===== src/rtl/parc_imem_arbiter.sv =====
// Merges two instruction-fetch ports onto one memory port and steers in-order responses back.
// Optional round-robin priority: define IMEM_ARB_RR_EN (otherwise port 0 has fixed priority).
module parc_imem_arbiter #(
   parameter int unsigned REQ_SZ  = 67,
   parameter int unsigned RESP_SZ = 35,
   parameter int unsigned DEPTH   = 4,
   parameter int unsigned CNT_W   = 3
) (
   input  logic               clk,
   input  logic               reset,

   input  logic [REQ_SZ-1:0]  imemreq0_msg,
   input  logic               imemreq0_val,
   output logic               imemreq0_rdy,
   output logic [RESP_SZ-1:0] imemresp0_msg,
   output logic               imemresp0_val,

   input  logic [REQ_SZ-1:0]  imemreq1_msg,
   input  logic               imemreq1_val,
   output logic               imemreq1_rdy,
   output logic [RESP_SZ-1:0] imemresp1_msg,
   output logic               imemresp1_val,

   output logic [REQ_SZ-1:0]  memreq_msg,
   output logic               memreq_val,
   input  logic               memreq_rdy,
   input  logic [RESP_SZ-1:0] memresp_msg,
   input  logic               memresp_val,

   output logic [CNT_W-1:0]   outstanding,
   output logic               err_spurious
);

   localparam int unsigned AW = (DEPTH > 1) ? $clog2(DEPTH) : 1;

   // One bit per routing entry: the port ID that issued that request.
   logic [DEPTH-1:0] ids_q;
   logic [AW-1:0]    head_q, head_d;
   logic [AW-1:0]    tail_q, tail_d;
   logic [CNT_W-1:0] count_q, count_d;
   logic             err_q, err_d;

   logic full;
   logic empty;
   logic any_val;
   logic ptr;
   logic grant0;
   logic grant1;
   logic can_issue;
   logic xfer;
   logic pop;
   logic head_id;

   assign full    = (count_q == CNT_W'(DEPTH));
   assign empty   = (count_q == '0);
   assign any_val = imemreq0_val | imemreq1_val;

`ifdef IMEM_ARB_RR_EN
   logic ptr_q, ptr_d;

   always_comb begin
      ptr_d = ptr_q;
      if (xfer) ptr_d = ~grant1;
   end

   always_ff @(posedge clk) begin
      if (!reset) ptr_q <= 1'b0;
      else        ptr_q <= ptr_d;
   end

   assign ptr = ptr_q;
`else
   assign ptr = 1'b0;
`endif

   // A lone requester always wins; on a tie the pointer decides.
   assign grant1    = imemreq1_val & (~imemreq0_val | ptr);
   assign grant0    = imemreq0_val & ~grant1;
   assign can_issue = ~full & memreq_rdy;

   assign imemreq0_rdy = reset & can_issue & grant0;
   assign imemreq1_rdy = reset & can_issue & grant1;
   assign memreq_val   = reset & any_val & ~full;
   assign memreq_msg   = grant1 ? imemreq1_msg : imemreq0_msg;

   assign xfer    = memreq_val & memreq_rdy;
   assign pop     = reset & memresp_val & ~empty;
   assign head_id = ids_q[head_q];

   assign imemresp0_msg = memresp_msg;
   assign imemresp1_msg = memresp_msg;
   assign imemresp0_val = pop & ~head_id;
   assign imemresp1_val = pop & head_id;

   assign outstanding  = count_q;
   assign err_spurious = err_q;

   always_comb begin
      head_d  = head_q;
      tail_d  = tail_q;
      count_d = count_q;
      err_d   = err_q;
      if (pop)  head_d = head_q + AW'(1);
      if (xfer) tail_d = tail_q + AW'(1);
      unique case ({xfer, pop})
         2'b10:   count_d = count_q + CNT_W'(1);
         2'b01:   count_d = count_q - CNT_W'(1);
         default: count_d = count_q;
      endcase
      if (memresp_val && empty) err_d = 1'b1;
   end

   always_ff @(posedge clk) begin
      if (!reset) begin
         ids_q   <= '0;
         head_q  <= '0;
         tail_q  <= '0;
         count_q <= '0;
         err_q   <= 1'b0;
      end else begin
         if (xfer) ids_q[tail_q] <= grant1;
         head_q  <= head_d;
         tail_q  <= tail_d;
         count_q <= count_d;
         err_q   <= err_d;
      end
   end

endmodule


===== config.mk =====
export PLATFORM = sky130hd
export DESIGN_NAME = parc_imem_arbiter
export DESIGN_NICKNAME = d
export VERILOG_FILES = /design/src/rtl/parc_imem_arbiter.sv
export SDC_FILE = /design/constraint.sdc
export NUM_CORES = 1
export LEC_CHECK = 0
export BUFFER_PORTS_ARGS = -buffer_cell sky130_fd_sc_hd__buf_2
export CAP_MARGIN = 25
export CORE_AREA = 2 2 125 127
export DETAILED_ROUTE_END_ITERATION = 10
export DIE_AREA = 0 0 127 129
export GPL_ROUTABILITY_DRIVEN = 0
export HOLD_SLACK_MARGIN = 0.02
export SYNTH_ARGS = -nofsm -noshare
export SYNTH_HDL_FRONTEND = slang
export SYNTH_SLANG_ARGS = --single-unit

===== constraint.sdc =====
create_clock -name clk -period 4.64 [get_ports clk]
set_clock_uncertainty 0.2 [all_clocks]
set_input_delay 0.696 -clock clk [delete_from_list [all_inputs] [get_ports clk]]
set_output_delay 0.696 -clock clk [all_outputs]
set_load 0.01 [all_outputs]

==> metrics <==
number of setup violations in the final report=0; element type at the critical path start=input port; critical path class=input port to primary output; Crit path buffers/inverters=3; deepest clock path buffer count=2; DPL Wire Length=8373 um; Routed WL per cell=17.51 um; global-route congestion overflow total=0; wire length the detailed router placed on met1=3807 um; area of the mapped netlist=2048 um^2; relative contribution of combinational cells to total power=45.6%; clock tree from TritonCTS=yes; count of nets left with antenna violations after detail routing=0; CP arrival=2250 ps; met3 routed wirelength=1604 um; utilization after layout=19.11%; highest metal layer used by the detailed router=met5; height of the die=129 um; Clock Sinks=12; number of standard cells after synthesis=221; amount of wire on met2 after detailed routing=3951 um; smallest setup slack after layout=1498 ps; number of cells on the critical path=5; sequential fraction of the synthesis area=11.73%; leading area contributor after synthesis=sky130_fd_sc_hd__mux2_2; sequential share of power=21.8%; Die X-Extent=127 um; DRC=0; number of flops mapped to enable cells by yosys=0; data required time of the critical path=3740 ps; depth of the worst register-to-register path=8; htree depth=1; hold crit path type=register to register; unrepaired setup endpoints after global routing=no; layout overhead on the synthesized area=39.71%; worst vdd rail ir drop=0.1671 mV; maximum fanout encountered on the critical timing path=58; max-capacitance violation count=0; worst rel slew slack=66.31%; share of total power in the clock network=32.6%; setup repair bufs after CTS=0; Cell Int Power=375.7 uW; Avg Synthesized Cell Area=9.268 um^2; Cell variety after synth=31; critical path endpoint category=primary output; IO Pins=321; Via-to-Cell Ratio=3.723; clock buffers created by TritonCTS=3; highest clock rate=318.2 MHz; number of global-route vias before repair=1771; ratio of cells with drive above 1 in the final layout=81.23%; overall power after layout=547.5 uW; Top delay family on crit path=buffers and inverters; longest individual stage delay on the worst path=440 ps; switching power total=171.8 uW; final worst-path cycle share=67.73%; crit-path cells=buf_2 > nor2b_4 > buf_12 > mux2_2 > buf_2; final-layout fill cell count=1680; most numerous cell in the Yosys netlist=sky130_fd_sc_hd__buf_4; result of the run=finished, final reports clean; most prevalent standard cell on the critical path=sky130_fd_sc_hd__buf_2; area of the core region=14980 um^2; final critical-path required period=3142 ps; wire length of the first global-routing pass=11560 um; maximum number of pins on one net before global-route repair=59; full die area=16380 um^2; dominant synthesized flop cell=sky130_fd_sc_hd__dfxtp_1; Sw Share=31.38%; row cnt=45; Slew @ Worst Pin=497.4 ps; share of the synthesized area in the top cell type=36.84%; clock network latency to the later pin of the worst-skew pair=240 ps; Initial DRC Count=103; effective utilization at floorplan=13.68%; cell depth of the worst hold path=1; CP max-delay cell=sky130_fd_sc_hd__mux2_2; post-synthesis net count=402; FFs w/ async S/R, synth=0%; Post-Place Worst Slack=1460 ps; fin nets=539; leading post-synthesis cells by instance count=sky130_fd_sc_hd__buf_4, sky130_fd_sc_hd__mux2_2, sky130_fd_sc_hd__dfxtp_1; hold violation count in the final report=0; clock input transition at the sequential cells of the worst setup and hold paths=40 ps; Resize count post-CTS=0; number of buffers inserted by port buffering=215; summed negative setup slack over all endpoints=0 ps; total power density per cell area=191.3 nW/um^2; number of detailed-route iterations in the first pass=4; number of storage elements in the synthesis netlist=12; aggregate routed wire length=9559 um; total leakage power=0.001484 uW; root cell of the clock tree=sky130_fd_sc_hd__clkbuf_16; final-report max-slew violation count=0; Hold Buf Count CTS=0; antenna violations before repair=1; count of yosys warnings during synthesis=0; GRT Overall Usage=9.694%; total number of vias=2033; top area cells in the synthesized netlist=sky130_fd_sc_hd__mux2_2, sky130_fd_sc_hd__buf_4, sky130_fd_sc_hd__dfxtp_1
state kept, by name, indices dropped and copies added, names as in the netlist:
register and flops:
tail_q 2, outstanding 3, ids_q 4, head_q 2, err_spurious 1
worst paths after layout:
check                         startpoint                           to  slack (ps)
max                         imemreq1_val               memreq_msg[65]        1500
min               head_q[1]$_SDFFE_PN0P_       head_q[1]$_SDFFE_PN0P_         280
max reg2reg  outstanding[2]$_SDFFE_PN0P_  outstanding[2]$_SDFFE_PN0P_        2080
min reg2reg       head_q[1]$_SDFFE_PN0P_       head_q[1]$_SDFFE_PN0P_         280
cells in the final DEF, fill, tap and decap left out, drive strengths merged:
| master | count |
|---|---|
| xor2 | 1 |
| or3b | 1 |
| dfxtp | 12 |
| buf | 216 |
| mux4 | 1 |
| a21boi | 1 |
| or3 | 1 |
| ha | 5 |
| a21oi | 1 |
| o2111ai | 1 |
| diode | 1 |
| inv | 6 |
| nand2 | 7 |
| o311ai | 1 |
| nand4 | 4 |
| nor2b | 2 |
| mux2 | 67 |
| fa | 1 |
| xnor2 | 1 |
| nand3 | 1 |
| and3 | 4 |
| a41o | 4 |
| o21ai | 3 |
| and2 | 3 |
| o211a | 2 |
| clkbuf | 4 |
| and4 | 2 |
| nor3 | 1 |
| mux2i | 3 |
| nor2 | 1 |
cells by family after synthesis:
family | synth area share, %
AOI/OAI and AO/OA | 5.131
xor gates and xnor gates | 0.8554
and+or+nand+nor | 7.635
muxes | 39.40
adders and majority gates | 4.032
buffers and inverters | 31.21
DFF | 11.73
per-layer routing:
layer  vias to the layer above  track usage [%]
met3                        19            6.736
li1                        969                -
met4                         2            2.909
met2                       145            13.22
met1                       898            12.14
met5                         -                0
per-stage QoR:
step	hold slack, ps	area [um^2]	std cells
after floorplan	241.7	2048	221
after global placement	256.3	2770	541
after detailed placement	269.3	2770	541
after CTS	279.9	2859	545
after global routing	312.3	2859	545
final	275.7	2861	546
worst reg2reg max path, cell delays in order, from the launching register on:
cell and delay [ps]:
sky130_fd_sc_hd__dfxtp_1 400, sky130_fd_sc_hd__or3b_4 490, sky130_fd_sc_hd__o2111ai_1 130, sky130_fd_sc_hd__ha_1 220
sky130_fd_sc_hd__inv_1 60, sky130_fd_sc_hd__fa_1 370, sky130_fd_sc_hd__xor2_1 160, sky130_fd_sc_hd__or3_1 300
sky130_fd_sc_hd__a21boi_0 160
power groups by stage:
stage / registers (uW) / clock network [uW] / logic (uW)
3_3_place_gp: 121 / 0 / 250
5_1_grt: 121 / 189 / 271
6_report: 119 / 179 / 250
3_5_place_dp: 121 / 0 / 251
4_1_cts: 119 / 183 / 253
2_1_floorplan: 121 / 0 / 187
final cells by class:
type | count | area (um^2) | share of cell area, %
tap | 188 | 235.2 | 8.220
multi-input combinational | 119 | 1176 | 41.10
inverter | 6 | 22.52 | 0.7871
clock buffer | 4 | 88.84 | 3.105
sequential | 12 | 240.2 | 8.395
antenna | 1 | 2.502 | 0.08745
timing repair buffer | 216 | 1096 | 38.30
(Power assumes the default switching activity.)
